## config.mk

```make
export PLATFORM = sky130hd
export DESIGN_NAME = mul_seq_ctrl_flat
export DESIGN_NICKNAME = d
export VERILOG_FILES = /design/src/rtl/alu_pkg.sv /design/src/rtl/mul_seq_ctrl_if.sv /design/src/rtl/mul_seq_ctrl.sv /design/src/flat_wrapper.sv
export SDC_FILE = /design/constraint.sdc
export NUM_CORES = 1
export LEC_CHECK = 0
export CORE_ASPECT_RATIO = 0.9
export CORE_MARGIN = 2
export CORE_UTILIZATION = 40
export DETAILED_ROUTE_END_ITERATION = 16
export GPL_ROUTABILITY_DRIVEN = 0
export PLACE_DENSITY_LB_ADDON = 0.08
export SYNTH_ARGS = -nofsm -noshare
export SYNTH_HDL_FRONTEND = slang
export SYNTH_SLANG_ARGS = --single-unit
```

## constraint.sdc

```tcl
create_clock -name clk -period 2.34 [get_ports clk]
set_clock_uncertainty 0.15 [all_clocks]
set_input_delay 0.468 -clock clk [delete_from_list [all_inputs] [get_ports clk]]
set_output_delay 0.468 -clock clk [all_outputs]
set_load 0.05 [all_outputs]
```

## src/rtl/alu_pkg.sv

```systemverilog
// alu_pkg: shared ALU definitions used by the multiply sequencer and its bus interface.
//   alu_op_t : control codes understood by the shared 16-bit adder
//   state_t  : multiply sequencer state encoding
//   N_BITS   : operand width and iteration count (only 16 is supported, matching the adder)
package alu_pkg;

    localparam int N_BITS = 16;
    localparam int CNT_W  = $clog2(N_BITS);

    typedef enum logic [2:0] {
        OP_ADD  = 3'b000,
        OP_ADDU = 3'b001,
        OP_SUB  = 3'b010,
        OP_SUBU = 3'b011,
        OP_INC  = 3'b100,
        OP_DEC  = 3'b101,
        OP_IDLE = 3'b111
    } alu_op_t;

    typedef enum logic [1:0] {
        S_IDLE = 2'd0,
        S_RUN  = 2'd1,
        S_DONE = 2'd2
    } state_t;

endpackage

```

## src/rtl/mul_seq_ctrl_if.sv

```systemverilog
// mul_seq_ctrl_if: request/result bus between the instruction decoder and the multiply sequencer.
//   start   : request a multiply (decoder -> sequencer)
//   mcand   : multiplicand (decoder -> sequencer)
//   mplier  : multiplier (decoder -> sequencer)
//   busy    : sequencer running or finishing (sequencer -> decoder)
//   done    : one-cycle pulse, product valid (sequencer -> decoder)
//   product : 32-bit result, held until the next accepted start (sequencer -> decoder)
interface mul_seq_ctrl_if;
    import alu_pkg::*;

    logic                  start;
    logic [N_BITS-1:0]     mcand;
    logic [N_BITS-1:0]     mplier;
    logic                  busy;
    logic                  done;
    logic [2*N_BITS-1:0]   product;

    modport master (output start, mcand, mplier, input busy, done, product);
    modport slave  (input start, mcand, mplier, output busy, done, product);

endinterface

```

## src/rtl/mul_seq_ctrl.sv

```systemverilog
// mul_seq_ctrl: 16x16 unsigned shift-and-add multiplier sequencer driving an external shared adder.
//   clk, rst     : clock (rising edge) and synchronous active-high reset
//   req          : decoder bus (start/mcand/mplier in, busy/done/product out)
//   add_A, add_B : adder operands (hi and captured multiplicand while running, else 0)
//   add_control  : adder op code (OP_ADDU while running, else OP_IDLE)
//   add_Carryout : adder carry-flag disable (0 while running, else 1)
//   add_C        : adder sum
//   add_coutFlag : adder carry out
module mul_seq_ctrl
    import alu_pkg::*;
(
    input  logic                clk,
    input  logic                rst,
    mul_seq_ctrl_if.slave       req,
    output logic [N_BITS-1:0]   add_A,
    output logic [N_BITS-1:0]   add_B,
    output logic [2:0]          add_control,
    output logic                add_Carryout,
    input  logic [N_BITS-1:0]   add_C,
    input  logic                add_coutFlag
);

    state_t                state, state_nxt;
    logic [N_BITS-1:0]     hi, lo, m;
    logic [CNT_W-1:0]      cnt;
    logic [2*N_BITS-1:0]   product_q;
    logic [2*N_BITS-1:0]   acc_nxt;
    logic                  run;

    assign run = (state == S_RUN);

    always_comb begin
        state_nxt = state;
        // The 17-bit partial sum {cout, C} shifts down into the 32-bit accumulator, so nothing is lost.
        acc_nxt   = lo[0] ? {add_coutFlag, add_C, lo[N_BITS-1:1]} : {1'b0, hi, lo[N_BITS-1:1]};
        case (state)
            S_IDLE:  state_nxt = req.start ? S_RUN : S_IDLE;
            S_RUN:   state_nxt = (cnt == CNT_W'(N_BITS - 1)) ? S_DONE : S_RUN;
            default: state_nxt = S_IDLE;
        endcase
    end

    always_comb begin
        add_A        = run ? hi : '0;
        add_B        = run ? m : '0;
        add_control  = run ? OP_ADDU : OP_IDLE;
        add_Carryout = !run;
    end

    always_ff @(posedge clk) begin
        if (rst) begin
            state     <= S_IDLE;
            hi        <= '0;
            lo        <= '0;
            m         <= '0;
            cnt       <= '0;
            product_q <= '0;
        end else begin
            state <= state_nxt;
            if (state == S_IDLE && req.start) begin
                m   <= req.mcand;
                hi  <= '0;
                lo  <= req.mplier;
                cnt <= '0;
            end else if (run) begin
                {hi, lo} <= acc_nxt;
                cnt      <= cnt + CNT_W'(1);
                if (state_nxt == S_DONE)
                    product_q <= acc_nxt;
            end
        end
    end

    assign req.busy    = (state == S_RUN) || (state == S_DONE);
    assign req.done    = (state == S_DONE);
    assign req.product = product_q;

endmodule
```

## src/flat_wrapper.sv

```systemverilog
// flat-port wrapper written by rule: the top's interface ports become plain ports
module mul_seq_ctrl_flat import alu_pkg::*;
  (clk, rst, add_A, add_B, add_control, add_Carryout, add_C, add_coutFlag, req_start, req_mcand, req_mplier, req_busy, req_done, req_product);
  mul_seq_ctrl_if req_i ();
  input  logic clk;
  input  logic rst;
  output logic [N_BITS-1:0] add_A;
  output logic [N_BITS-1:0] add_B;
  output logic [2:0] add_control;
  output logic add_Carryout;
  input  logic [N_BITS-1:0] add_C;
  input  logic add_coutFlag;
  input wire logic [$bits(req_i.start)-1:0] req_start;
  input wire logic [$bits(req_i.mcand)-1:0] req_mcand;
  input wire logic [$bits(req_i.mplier)-1:0] req_mplier;
  output wire logic [$bits(req_i.busy)-1:0] req_busy;
  output wire logic [$bits(req_i.done)-1:0] req_done;
  output wire logic [$bits(req_i.product)-1:0] req_product;
  assign req_i.start = req_start;
  assign req_i.mcand = req_mcand;
  assign req_i.mplier = req_mplier;
  assign req_busy = req_i.busy;
  assign req_done = req_i.done;
  assign req_product = req_i.product;
  mul_seq_ctrl u_core (.clk(clk), .rst(rst), .req(req_i), .add_A(add_A), .add_B(add_B), .add_control(add_control), .add_Carryout(add_Carryout), .add_C(add_C), .add_coutFlag(add_coutFlag));
endmodule
```

==> results.toml, run 1 <==
[detailed_routing]
ant_nets = 0
drt_iter0_drc = 138
wl_microns = 9360
dr.pass1.iters = 4
via_per_inst = 5.00
drc_errors = 0
routedWlPerCell_microns = 14.4
via_count = 3244

[die]
die_width_microns = 105
row_count = 33
ios = 122
die_area_sq_um = 9970
core_sq_um = 9040
die_h_microns = 94.9
start_util_pct = 40.7

[pwr]
ir_worst_vdd_uv = 364
power_w = 0.00325
seqPwrFrac_pct = 48.3
power_leakage_nw = 1.98
p_int_w = 0.00241
power_switching_w = 0.000839
clkPwrFrac_pct = 34.9
combPwrFrac_pct = 16.8
p_sw_share_pct = 25.8
powerDensity_nw_per_um2 = 589

[outcome]
outcome = "finished, final reports clean"

[clock_network]
cts-root-buf = "clkbuf_8"
htree_levels = 3
clk_pin_slew_ns = 0.08
cts_tree = "done"
cts_buffers = 9
clock_sinks = 86
clock_latency_ns = 0.34
cts_buffer_depth = 2

[timing]
hold_viol = 0
relSlewSlack_pct = 64.4
setup_viol = 0
fin_crit_sh_pct = 94.8
slew_violations = 0
fin_setup_tns_ns = 0
max_freq_ghz = 0.451
period_minus_slack_ns = 2.22
rsz0062_at_grt = "no"
worst_slew_pin_slew_ns = 0.532

[logic_synthesis]
synth-seq-cells = 86
yosysSeqAreaShare_pct = 46.8
synth-simple-area-share_pct = 16.6
syn-instance-count = 414
synth_compound_area_share_pct = 19.2
synth_nets = 470
ys_warn_count = 0
synth_top_area_share_pct = 46.8
syn-cell-area_sq_um = 3680
ys_types = 26
synth_top_family_by_area = "compound AO/OA/AOI/OAI gates"
syn_area_per_cell_sq_um = 8.88
synth_xor_area_share_pct = 0.715
synthMuxAreaShare_pct = 8.71
synth_area_leaders = "dfxtp_1 (47%), a211oi_1 (8.8%), mux2i_1 (8.7%)"
synth_adder_area_share_pct = 1.36
synth_top_cell_by_area = "dfxtp_1"

[worst_hold_path]
min_to = "u_core.m[7]$_SDFFE_PP0N_"
hold_depth = 2
hold_class = "flip-flop to flip-flop"
hp-start = "u_core.m[7]$_SDFFE_PP0N_"

[global_route]
grt_use_met1_pct = 24.8
grt_max_degree = 67
gr-usage-met2_pct = 30.9
grt-busiest-layer = "met2"
grt_antenna_before_repair = 0
grt_use_met3_pct = 5.73
grt_pass1_vias = 3000
track_usage_pct = 18.8
grt-ovfl-total = 0
grt_first_pass_wirelength_microns = 15100

[critical_path]
worstPathArrival_ns = 1.60
crit_type = "flip-flop to output port"
crit_chain = "inv_1 > ha_4 > buf_4 > and2_1 > buf_12"
cp_slowest_stage_delay_ns = 0.32
path_max_fanout = 14
required_ns = 1.72
r2r-start = "u_core.state[1]$_SDFF_PP0_"
r2r_setup_slack_ns = 0.57
r2r_end = "u_core.lo[15]$_SDFFE_PP0P_"
end_kind = "output port"
slowest_stage = "dfxtp_1"
start_kind = "flip-flop"
r2r_cells = 7

[run]
cap_violations = 0

[finish]
drive_gt1_share_pct = 14.6
diodes = 0
area_growth_pct = 50.1
finalNetCount = 578

[placed_design]
io_buffers = 120
dpl.hpwl_microns = 6340
## area by class of cell
class / instances / area, sq um
Fill cell: 761 / 3520
Clock inverter: 4 / 70.1
Inverter: 3 / 11.3
Tap cell: 122 / 153
Timing Repair Buffer: 139 / 1690
Multi-Input combinational cell: 283 / 1730
Clock buffer: 12 / 145
Sequential cell: 86 / 1720
## stage by stage
step	utilization (%)	area [sq um]	hold WS (ns)	std cells	setup slack (ns)
floorplan	-	3680	0.282	414	0.236
global placement	58.5	5290	0.287	632	0.334
detailed placement	58.5	5290	0.293	632	0.302
CTS	60.9	5510	0.304	648	0.00423
global route	61.0	5520	0.324	649	0.0121
finish	61.0	5520	0.303	649	0.122
## Yosys cell counts
master / count
a211o_1: 1
a211oi_1: 43
a211oi_2: 3
a21oi_1: 51
and2_1: 33
and4_1: 1
buf_1: 4
buf_2: 13
buf_4: 8
buf_6: 3
clkbuf_1: 13
clkbuf_2: 1
conb_1: 1
dfxtp_1: 86
ha_1: 4
inv_1: 3
mux2i_1: 32
nand2_1: 36
nand2b_1: 1
nand3_1: 17
nand4_1: 3
nor2_1: 37
nor2_4: 1
o21ai_0: 16
xnor2_1: 1
xor2_1: 2
## what timing repair did
action / CTS / global route
setup endpoints to repair: 0 / 27
setup buffers: 0 / 1
hold buffers: 0 / 0
resized for setup: 0 / 0
## power by group through the flow
stage	Clock, W	Sequential, W	Combinational, W
5_1_grt	0.00121	0.00158	0.000594
6_report	0.00113	0.00157	0.000547
3_5_place_dp	0	0.00160	0.000543
4_1_cts	0.00116	0.00157	0.000547
3_3_place_gp	0	0.00160	0.000540
2_1_floorplan	0	0.00159	0.000327
## kinds of logic (layout without fill, tap and decap cells)
group | count (synthesis) | in the layout
AO/OA/AOI/OAI | 114 | 114
multiplexers | 32 | 32
buffers and inverters | 45 | 158
XOR/XNOR | 3 | 3
AND/OR/NAND/NOR | 129 | 129
adder cells (fa/ha/maj) | 4 | 4
other | 1 | 1
flip-flops | 86 | 86
## routing by layer
layer / vias up / part of all wire (%) / wire length (microns)
li1: 1650 / - / -
met1: 1498 / 48 / 4500
met4: 0 / 0.60 / 56
met3: 5 / 5.6 / 520
met2: 91 / 46 / 4280
met5: - / 0 / 0
## registers in the layout, summed over array words and instances, names as in the netlist
register            count
u_core.state            2
u_core.hi              16
u_core.req.product     32
u_core.m               16
u_core.cnt              4
u_core.lo              16
## cells in the final DEF, fill, tap and decap left out, types with 10 or more instances in the layout
cell type,n
a21oi_1,51
and2_1,33
nor2_1,37
buf_4,20
dfxtp_1,86
clkdlybuf4s50_1,82
nand2_1,35
o21ai_0,16
nand3_1,17
a211oi_1,43
clkbuf_8,10
mux2i_1,32
buf_12,35
## critical path, delay by kind of cell, from the launching register on
kind / cells / cell delay (ns)
buffers and inverters: 3 / 0.46
DFF: 1 / 0.32
adders and majority gates: 1 / 0.27
and+or+nand+nor: 1 / 0.19
## how the worst max path moves through the flow
stage | start | endpoint | cells after the start
2_1_floorplan | u_core.state[1]$_SDFF_PP0_ | add_A[0] | 6
3_3_place_gp | req_start | u_core.hi[14]$_SDFFE_PP0N_ | 5
3_5_place_dp | req_start | u_core.hi[2]$_SDFFE_PP0N_ | 5
4_1_cts | u_core.state[1]$_SDFF_PP0_ | add_A[7] | 5
5_1_grt | u_core.state[1]$_SDFF_PP0_ | add_A[8] | 5
6_report | u_core.state[1]$_SDFF_PP0_ | add_A[7] | 5
(Power assumes the default switching activity.)
==> run 2: changes to the inputs <==
CORE_UTILIZATION = 45   (was 40)
==> results.toml, run 2 (same netlist as run 1, synthesis figures left out) <==
[global_route]
gr-usage-met2_pct = 34.0
grt_use_met3_pct = 5.99
grt_max_degree = 43
grt_antenna_before_repair = 0
grt_pass1_vias = 3154
grt_first_pass_wirelength_microns = 15200
grt-busiest-layer = "met2"
track_usage_pct = 20.8
grt_use_met1_pct = 27.1
grt-ovfl-total = 0

[clock_network]
cts_buffer_depth = 2
clk_pin_slew_ns = 0.08
cts_hold_buf = 0
cts_buffers = 9
htree_levels = 3
cts_tree = "done"
cts-root-buf = "clkbuf_8"
clock_latency_ns = 0.35
clock_sinks = 86

[timing]
relSlewSlack_pct = 65.3
period_minus_slack_ns = 2.23
max_freq_ghz = 0.448
setup_viol = 0
rsz0062_at_grt = "no"
fin_setup_tns_ns = 0
slew_violations = 0
fin_crit_sh_pct = 95.4
worst_slew_pin_slew_ns = 0.519
hold_viol = 0

[finish]
drive_gt1_share_pct = 14.8
final_common_cell = "dfxtp_1"
finalNetCount = 579
largest_reg_flops = 32
final_area_sq_um = 5480
final_cell_mix = "dfxtp_1 (86), clkdlybuf4s50_1 (82), a21oi_1 (51)"
diodes = 0
layout.cells.non_filler = 626
area_growth_pct = 49.1
fillers = 669

[placed_design]
io_buffers = 120
dpl.hpwl_microns = 6500
place_inst = 608
place_area_sq_um = 5270

[detailed_routing]
drt_iter0_drc = 202
ant_nets = 0
drc_errors = 0
via_count = 3293
dr.pass1.iters = 4
routedWlPerCell_microns = 14.8
via_per_inst = 5.26
wl_microns = 9290

[die]
die_area_sq_um = 8910
die_width_microns = 99.3
row_count = 31
start_util_pct = 46.0
ios = 122
die_h_microns = 89.7
core_sq_um = 7990

[critical_path]
critPathBufInv = 3
crit_type = "flip-flop to output port"
crit_chain = "inv_1 > ha_4 > buf_4 > and2_1 > buf_12"
worstPathArrival_ns = 1.61
path_delay_family = "buffers and inverters"
required_ns = 1.72
end_kind = "output port"
start_kind = "flip-flop"
cp_slowest_stage_delay_ns = 0.32
path_max_fanout = 16
slowest_stage = "dfxtp_1"

[worst_hold_path]
hold_class = "flip-flop to flip-flop"

[pwr]
powerDensity_nw_per_um2 = 571
ir_worst_vdd_uv = 499
power_leakage_nw = 1.98

[run]
cap_violations = 0

[outcome]
outcome = "finished, final reports clean"
-- run 2: cell count changes in the layout (fill, tap and decap cells not counted), sizes merged --
cell / change
bufinv: -1
clkbuf: -2
clkinv: +2
dlygate4sd2: +1
-- run 2: worst register-to-register path: stages, from the launching register on --
cell      delay [ns]
dfxtp_1         0.32
inv_1           0.10
ha_4            0.28
buf_12          0.19
and4_1          0.20
buf_4           0.27
a21oi_1         0.12
a211oi_1        0.26
-- run 2: where the power goes --
part           leakage (nW)  internal, W  switching [W]  total, W
Clock                 0.102     0.000509       0.000498   0.00101
Sequential            0.701      0.00152      0.0000468   0.00157
Combinational          1.18     0.000264       0.000288  0.000552
Total                  1.98      0.00230       0.000833   0.00313
-- run 2: stage by stage --
| stage | hold WS (ns) | total power (W) | setup WS, ns | util [%] |
|---|---|---|---|---|
| 2_1_floorplan | 0.282 | 0.00191 | 0.236 | - |
| 3_3_place_gp | 0.288 | 0.00214 | 0.380 | 66.0 |
| 3_5_place_dp | 0.296 | 0.00215 | 0.320 | 66.0 |
| 4_1_cts | 0.308 | 0.00314 | 0.0559 | 68.3 |
| 5_1_grt | 0.320 | 0.00326 | 0.0158 | 68.6 |
| 6_report | 0.305 | 0.00313 | 0.109 | 68.6 |
-- run 2: cell type report --
class                      count  area, sq um  area share [%]
clock buffer                  10          138            2.51
inverter                       3         11.3           0.205
multi-input combinational    283         1730            31.6
sequential                    86         1720            31.4
tap                           99          124            2.26
clock inverter                 5         50.0           0.913
timing repair buffer         140         1710            31.1
-- run 2: metal layers --
layer	vias up	wire length, microns
met3	10	497
met5	-	0
met4	0	123
li1	1649	-
met2	103	4450
met1	1531	4220
-- run 2: worst paths after layout --
path,cells after the start,end,start,slack (ns)
worst max-delay path,5,add_A[15],u_core.state[1]$_SDFF_PP0_,0.11
worst max register to register,7,u_core.req.product[18]$_SDFFE_PP0P_,u_core.state[1]$_SDFF_PP0_,0.36
worst min-delay path,2,u_core.m[2]$_SDFFE_PP0N_,u_core.m[2]$_SDFFE_PP0N_,0.31
worst min register to register,2,u_core.m[2]$_SDFFE_PP0N_,u_core.m[2]$_SDFFE_PP0N_,0.31
-- run 2: timing repair --
item                       CTS  global route
buffers inserted             0             3
gates resized for setup      1             0
setup endpoints to repair    1             3
==> run 3: changes to the inputs <==
GPL_ROUTABILITY_DRIVEN = not set   (was 0)
==> results of run 3 <==
Same layout as run 2: the final DEF is identical, and so are final timing and power.
